===== config.mk =====
export PLATFORM = sky130hd
export DESIGN_NAME = mem_streams_ctrl
export DESIGN_NICKNAME = d
export VERILOG_FILES = /design/src/rtl/mem_streams_pkg.sv /design/src/rtl/mem_streams_rd_sched.sv /design/src/rtl/mem_streams_ctrl.sv
export SDC_FILE = /design/constraint.sdc
export NUM_CORES = 1
export LEC_CHECK = 0
export BUFFER_PORTS_ARGS = -buffer_cell sky130_fd_sc_hd__buf_4
export CAP_MARGIN = 20
export CORE_MARGIN = 8
export CORE_UTILIZATION = 55
export CTS_BUF_LIST = sky130_fd_sc_hd__clkbuf_16
export CTS_CLUSTER_DIAMETER = 120
export DETAILED_ROUTE_END_ITERATION = 8
export PLACE_DENSITY_LB_ADDON = 0.3
export REMOVE_ABC_BUFFERS = 1
export SLEW_MARGIN = 20
export SYNTH_ARGS = -nofsm -noshare
export SYNTH_HDL_FRONTEND = slang
export SYNTH_SLANG_ARGS = --single-unit

===== constraint.sdc =====
create_clock -name i_clk -period 3 [get_ports i_clk]
set_clock_uncertainty 0.05 [all_clocks]
set_input_delay 0.3 -clock i_clk [delete_from_list [all_inputs] [get_ports i_clk]]
set_output_delay 0.3 -clock i_clk [all_outputs]
set_load 0.01 [all_outputs]

===== src/rtl/mem_streams_pkg.sv =====
// rtl/mem_streams_pkg.sv - shared state types and width helpers for the block-buffer sequencer
package mem_streams_pkg;

   typedef enum logic [1:0] {
      W_WAIT_SOF = 2'd0,
      W_FILL     = 2'd1,
      W_DROP     = 2'd2
   } wr_state_t;

   typedef enum logic [1:0] {
      R_IDLE  = 2'd0,
      R_BURST = 2'd1,
      R_GAP   = 2'd2
   } rd_state_t;

   // Width of a counter that must hold 0..max_blks inclusive.
   function automatic int cnt_w(input int max_blks);
      return $clog2(max_blks + 1);
   endfunction

   // Width of an index counting 0..n-1, never narrower than one bit.
   function automatic int idx_w(input int n);
      return (n > 1) ? $clog2(n) : 1;
   endfunction

endpackage


===== src/rtl/mem_streams_rd_sched.sv =====
// rtl/mem_streams_rd_sched.sv - read-burst scheduler and matured-block counter
// Ports:
//   i_clk, i_reset_n : clock, async active-low reset
//   i_rd_ready       : downstream can take one full burst (sampled in R_IDLE only)
//   i_blk_mature     : one-cycle token, a written block became readable
//   o_rd_ren         : buffer read enable, BLK_LEN consecutive cycles per burst
//   o_burst_done     : pulse on the last o_rd_ren of a burst
//   o_blk_cnt        : matured blocks not yet read
module mem_streams_rd_sched
   import mem_streams_pkg::*;
#(
   parameter int BLK_LEN  = 396,
   parameter int MAX_BLKS = 4,
   parameter int READ_GAP = 2,
   localparam int CNT_W   = cnt_w(MAX_BLKS)
) (
   input  logic             i_clk,
   input  logic             i_reset_n,
   input  logic             i_rd_ready,
   input  logic             i_blk_mature,
   output logic             o_rd_ren,
   output logic             o_burst_done,
   output logic [CNT_W-1:0] o_blk_cnt
);

   localparam int RC_W  = idx_w(BLK_LEN);
   localparam int GAP_W = idx_w(READ_GAP);
   localparam logic [RC_W-1:0]  RC_LAST  = RC_W'(BLK_LEN - 1);
   localparam logic [GAP_W-1:0] GAP_LAST = GAP_W'(READ_GAP - 1);
   localparam logic [CNT_W-1:0] CNT_MAX  = CNT_W'(MAX_BLKS);

   rd_state_t        state;
   logic [RC_W-1:0]  rcnt;
   logic [GAP_W-1:0] gcnt;
   logic             cnt_up;
   logic             cnt_dn;

   assign cnt_up = i_blk_mature;
   assign cnt_dn = o_burst_done && (o_blk_cnt != '0);

   // o_rd_ren and o_burst_done are registered copies of the burst state, so
   // the read window trails R_BURST by one cycle. The block count therefore
   // drops one cycle after the last read; R_GAP (>= 1 cycle) guarantees the
   // count is already updated when R_IDLE looks at it again.
   always_ff @(posedge i_clk or negedge i_reset_n) begin
      if (!i_reset_n) begin
         state        <= R_IDLE;
         rcnt         <= '0;
         gcnt         <= '0;
         o_rd_ren     <= 1'b0;
         o_burst_done <= 1'b0;
         o_blk_cnt    <= '0;
      end else begin
         o_rd_ren     <= (state == R_BURST);
         o_burst_done <= (state == R_BURST) && (rcnt == RC_LAST);

         if (cnt_up && !cnt_dn && (o_blk_cnt != CNT_MAX)) begin
            o_blk_cnt <= o_blk_cnt + 1'b1;
         end else if (cnt_dn && !cnt_up) begin
            o_blk_cnt <= o_blk_cnt - 1'b1;
         end

         case (state)
            R_IDLE: begin
               if (i_rd_ready && (o_blk_cnt != '0)) begin
                  state <= R_BURST;
                  rcnt  <= '0;
               end
            end
            R_BURST: begin
               if (rcnt == RC_LAST) begin
                  state <= R_GAP;
                  gcnt  <= '0;
               end else begin
                  rcnt <= rcnt + 1'b1;
               end
            end
            R_GAP: begin
               if (gcnt == GAP_LAST) begin
                  state <= R_IDLE;
               end else begin
                  gcnt <= gcnt + 1'b1;
               end
            end
            default: state <= R_IDLE;
         endcase
      end
   end

endmodule


===== src/rtl/mem_streams_ctrl.sv =====
// rtl/mem_streams_ctrl.sv - write/read sequencer for the multi-channel block buffer
// Ports:
//   i_clk, i_reset_n        : clock, async active-low reset (shared with the buffer)
//   i_in_valid, i_in_sof    : input word valid, first word of a block
//   i_rd_ready              : downstream can accept one full burst
//   o_wr_wen, o_wr_addr     : buffer write enable and running write word index
//   o_rd_ren, o_rvalid      : buffer read enable / read window (identical)
//   o_burst_done            : pulse on the last read of a burst
//   o_blk_cnt               : matured blocks not yet read
//   o_overflow, o_sof_err   : sticky error flags
module mem_streams_ctrl
   import mem_streams_pkg::*;
#(
   parameter int WADDR_WIDTH = 11,
   parameter int BLK_LEN     = 396,
   parameter int MAX_BLKS    = 4,
   parameter int READ_GAP    = 2,
   parameter int WR2RD_LAT   = 4,
   localparam int CNT_W      = cnt_w(MAX_BLKS)
) (
   input  logic                   i_clk,
   input  logic                   i_reset_n,
   input  logic                   i_in_valid,
   input  logic                   i_in_sof,
   input  logic                   i_rd_ready,
   output logic                   o_wr_wen,
   output logic [WADDR_WIDTH-1:0] o_wr_addr,
   output logic                   o_rd_ren,
   output logic                   o_rvalid,
   output logic                   o_burst_done,
   output logic [CNT_W-1:0]       o_blk_cnt,
   output logic                   o_overflow,
   output logic                   o_sof_err
);

   localparam int WC_W  = idx_w(BLK_LEN);
   localparam int OCC_W = CNT_W + $clog2(WR2RD_LAT + 1) + 1;
   localparam logic [WC_W-1:0]  WC_LAST = WC_W'(BLK_LEN - 1);
   localparam logic [OCC_W-1:0] OCC_MAX = OCC_W'(MAX_BLKS);

   wr_state_t            wstate;
   logic [WC_W-1:0]      wcnt;
   logic [WR2RD_LAT-1:0] mature_dly;
   logic [OCC_W-1:0]     occupancy;
   logic                 room;
   logic                 wr_word;
   logic                 blk_done;

   // Blocks held in the buffer: matured-unread plus still-maturing. A fill in
   // progress never overlaps W_WAIT_SOF, the only place room is consulted.
   always_comb begin
      occupancy = OCC_W'(o_blk_cnt);
      for (int i = 0; i < WR2RD_LAT; i++) begin
         occupancy = occupancy + OCC_W'(mature_dly[i]);
      end
   end

   assign room     = (occupancy < OCC_MAX);
   assign wr_word  = ((wstate == W_WAIT_SOF) && i_in_valid && i_in_sof && room) ||
                     ((wstate == W_FILL) && i_in_valid);
   // In W_WAIT_SOF wcnt is 0, so a one-word block completes on its sof word.
   assign blk_done = wr_word && (wcnt == WC_LAST);

   always_ff @(posedge i_clk or negedge i_reset_n) begin
      if (!i_reset_n) begin
         wstate     <= W_WAIT_SOF;
         wcnt       <= '0;
         mature_dly <= '0;
         o_wr_wen   <= 1'b0;
         o_wr_addr  <= '0;
         o_overflow <= 1'b0;
         o_sof_err  <= 1'b0;
      end else begin
         o_wr_wen <= wr_word;
         // The address shown with a write is that word's index; it steps on
         // the cycle after each write so back-to-back words stay contiguous.
         if (o_wr_wen) begin
            o_wr_addr <= o_wr_addr + 1'b1;
         end

         mature_dly[0] <= blk_done;
         for (int i = 1; i < WR2RD_LAT; i++) begin
            mature_dly[i] <= mature_dly[i-1];
         end

         case (wstate)
            W_WAIT_SOF: begin
               if (i_in_valid && i_in_sof) begin
                  if (!room) begin
                     o_overflow <= 1'b1;
                  end
                  if (BLK_LEN > 1) begin
                     wstate <= room ? W_FILL : W_DROP;
                     wcnt   <= WC_W'(1);
                  end
               end
            end
            W_FILL: begin
               if (i_in_valid) begin
                  // A stray sof is only flagged; the word stays part of this block.
                  if (i_in_sof) begin
                     o_sof_err <= 1'b1;
                  end
                  if (wcnt == WC_LAST) begin
                     wstate <= W_WAIT_SOF;
                     wcnt   <= '0;
                  end else begin
                     wcnt <= wcnt + 1'b1;
                  end
               end
            end
            W_DROP: begin
               if (i_in_valid) begin
                  if (wcnt == WC_LAST) begin
                     wstate <= W_WAIT_SOF;
                     wcnt   <= '0;
                  end else begin
                     wcnt <= wcnt + 1'b1;
                  end
               end
            end
            default: wstate <= W_WAIT_SOF;
         endcase
      end
   end

   mem_streams_rd_sched #(
      .BLK_LEN  (BLK_LEN),
      .MAX_BLKS (MAX_BLKS),
      .READ_GAP (READ_GAP)
   ) u_rd_sched (
      .i_clk        (i_clk),
      .i_reset_n    (i_reset_n),
      .i_rd_ready   (i_rd_ready),
      .i_blk_mature (mature_dly[WR2RD_LAT-1]),
      .o_rd_ren     (o_rd_ren),
      .o_burst_done (o_burst_done),
      .o_blk_cnt    (o_blk_cnt)
   );

   assign o_rvalid = o_rd_ren;

endmodule


==> results.json <==
{
  "cts_max_level": 2,
  "finalCriticalPeriod_ns": 2.47,
  "netlist_top_cells_area": "dfrtp_1 51%, xnor2_1 5.1%, nand3_1 4.0%",
  "synth_edf_count": 0,
  "synth_seq_cells": 46,
  "irDropWorstVdd_mv": 0.384,
  "numCtsBuffers": 5,
  "relSlewSlack_pct": 58.0,
  "drc": 0,
  "tritoncts": "yes",
  "final_util_pct": 65.6,
  "setup_viol": 0,
  "diodes": 0,
  "dpl.cell_count": 277,
  "intPower_mw": 1.18,
  "finalCritPeriodShare_pct": 82.3,
  "synth.avg_cell_area_um2": 10.8,
  "port-buffer-count": 24,
  "grt_pass1_wl_mm": 6.96,
  "wl_per_cell_um": 14.2,
  "pre_cts_slack_ns": 0.617,
  "synthArstFlopShare_pct": 100,
  "crit_fanout": 11,
  "maxCapViolCount": 0,
  "synth_flop_cell": "dfrtp_1",
  "synthDistinctLibCells": 47,
  "yosysWarnings": 0,
  "rsz0062_at_grt": "no",
  "p_clk_share_pct": 30.4,
  "clk_latency_ns": 0.28,
  "setup_tns_ns": 0,
  "fp.coreArea_mm2": 0.00397,
  "setup_ws_ns": 0.532,
  "cp.arrival_ns": 2.60,
  "dp_hpwl_mm": 2.94,
  "finalMaxSlewViolations": 0,
  "die_area_mm2": 0.00638,
  "power_mw": 1.69,
  "instances_no_fill": 285,
  "path_class": "flop to flop",
  "ys_seq_area_share_pct": 51.3,
  "first_global_vias": 1609,
  "syn_area_mm2": 0.00225,
  "pwr-share-seq_pct": 47.1,
  "comb_power_share_pct": 22.5,
  "drive_above_1_share_pct": 17.9,
  "fmax_mhz": 405,
  "antenna_found_initial": 0,
  "overflow": 0,
  "die_h_um": 79.9,
  "io_pins": 25,
  "p_leak_nw": 1.20,
  "first_pass_iters": 4,
  "drtAntennaViolNets": 0,
  "clk_pin_slew_ns": 0.06,
  "areaGrowthSynthToFinish_pct": 16.0,
  "hold_violations": 0,
  "die_w_um": 79.9,
  "p_sw_mw": 0.511,
  "sw_frac_of_total_pct": 30.3,
  "via_count": 1572,
  "cts_num_sinks": 46,
  "min_path_type": "input port to flop",
  "worst_pin_slew_ns": 0.629,
  "routed_wl_mm": 4.06,
  "power_density_mw_per_mm2": 648,
  "vias_per_cell": 5.52,
  "grt_max_degree": 47,
  "grt.total_usage_pct": 13.6,
  "critPathLaunchType": "flop",
  "synth_area_leader_cell": "dfrtp_1",
  "outcome": "completed",
  "endpoint_kind": "flop",
  "core.rowCount": 23,
  "required_ns": 3.13,
  "yosysTopAreaCellShare_pct": 51.3,
  "first_iter_violations": 92,
  "cts_root_buffer": "clkbuf_16",
  "clock_path_buffers": 2,
  "nets": 249,
  "synthCells": 207,
  "start_util_pct": 56.6,
  "gp_congestion": 0.775
}
[power by group through the flow]
stage / sequential [mW] / clock (mW) / combinational (mW)
after global routing: 0.808 / 0.553 / 0.424
final: 0.795 / 0.514 / 0.380
after detailed placement: 0.804 / 0 / 0.380
after floorplan: 0.806 / 0 / 0.222
after global placement: 0.799 / 0 / 0.366
after CTS: 0.794 / 0.526 / 0.387
[per-layer routing]
layer,GRT usage (%),share of wire [%],up-vias
met2,23.0,48,28
li1,-,-,797
met1,15.5,45,739
met5,0,0,-
met4,6.36,1.8,0
met3,3.94,4.8,8
[state kept, by name, summed over array words and instances (netlist names), 2 cells and up]
register	count
wstate	2
wcnt	9
u_rd_sched.state	2
o_wr_addr	11
u_rd_sched.rcnt	9
u_rd_sched.o_blk_cnt	3
mature_dly	4
[final timing paths]
kind | startpoint | to | slack [ns] | cells after the start
worst max-delay path | mature_dly[3] | mature_dly[0] | 0.53 | 6
worst min-delay path | i_in_sof | o_sof_err | 0.25 | 2
worst max register to register | mature_dly[3] | mature_dly[0] | 0.53 | 6
worst min register to register | mature_dly[2] | mature_dly[3] | 0.33 | 0
max in group asynchronous | i_reset_n | wcnt[7] | 2.01 | 2
min in group asynchronous | i_reset_n | u_rd_sched.o_blk_cnt[1] | 0.50 | 2
[final cells by class]
type / instances / area (µm²)
clock buffers: 5 / 125
clock inverters: 2 / 10.0
fillers: 296 / 1370
inverters: 7 / 26.3
multi-input cells: 150 / 1040
flip-flops and latches: 46 / 1150
well taps: 50 / 62.6
repair buffers: 25 / 190
[Yosys cell counts, types with 2 or more instances]
library cell   n
ha_1           7
dfrtp_1       46
and3_1         4
nor3_1         2
buf_2          2
nand4_1        8
a21oi_1        3
mux2i_1        3
xor2_1         8
nor3b_1        2
nand3_1       18
xnor2_1       13
a211oi_1       2
nand2_1       14
inv_1          7
nor2_1        20
fa_1           2
nor2b_1        3
o211ai_1       3
o21ai_0       11
o31ai_1        3
[worst max-delay path, stage by stage (launching register included)]
cell and delay (ns):
dfrtp_1 0.54, fa_1 0.48, ha_1 0.28, a21o_1 0.15, a211oi_1 0.41, a31oi_1 0.20, nor3b_1 0.25
[timing repair]
action	in CTS	in global routing
endpoints found under the hold margin	46	0
buffers inserted	0	0
gates resized for setup	0	0
hold buffers	1	0
[through the flow]
| step | area [µm²] | hold slack, ns |
|---|---|---|
| floorplan | 2220 | -0.0456 |
| global placement | 2460 | 0.287 |
| detailed placement | 2460 | 0.286 |
| CTS | 2610 | 0.254 |
| finish | 2610 | 0.253 |
| global route | 2610 | 0.258 |
[cells by family after synthesis]
logic type | after synthesis | share of synthesized area (%)
multiplexers | 5 | 2.51
AO/OA/AOI/OAI | 33 | 10.2
buffers and inverters | 11 | 2.45
XOR/XNOR | 21 | 8.19
AND/OR/NAND/NOR | 82 | 19.7
flip-flops | 46 | 51.3
adder cells (fa/ha/maj) | 9 | 5.68
[placed cells by master, fill, tap and decap left out, types with 3 or more instances in the layout]
master,n
a21oi_1,3
and3_1,4
buf_4,24
clkbuf_16,5
dfrtp_1,46
ha_1,7
inv_1,7
mux2i_1,3
nand2_1,14
nand3_1,18
nand4_1,8
nor2_1,20
nor2b_1,3
o211ai_1,3
o21ai_0,11
o31ai_1,3
xnor2_1,13
xor2_1,8
Note: power is estimated with default switching activity, not from simulation.
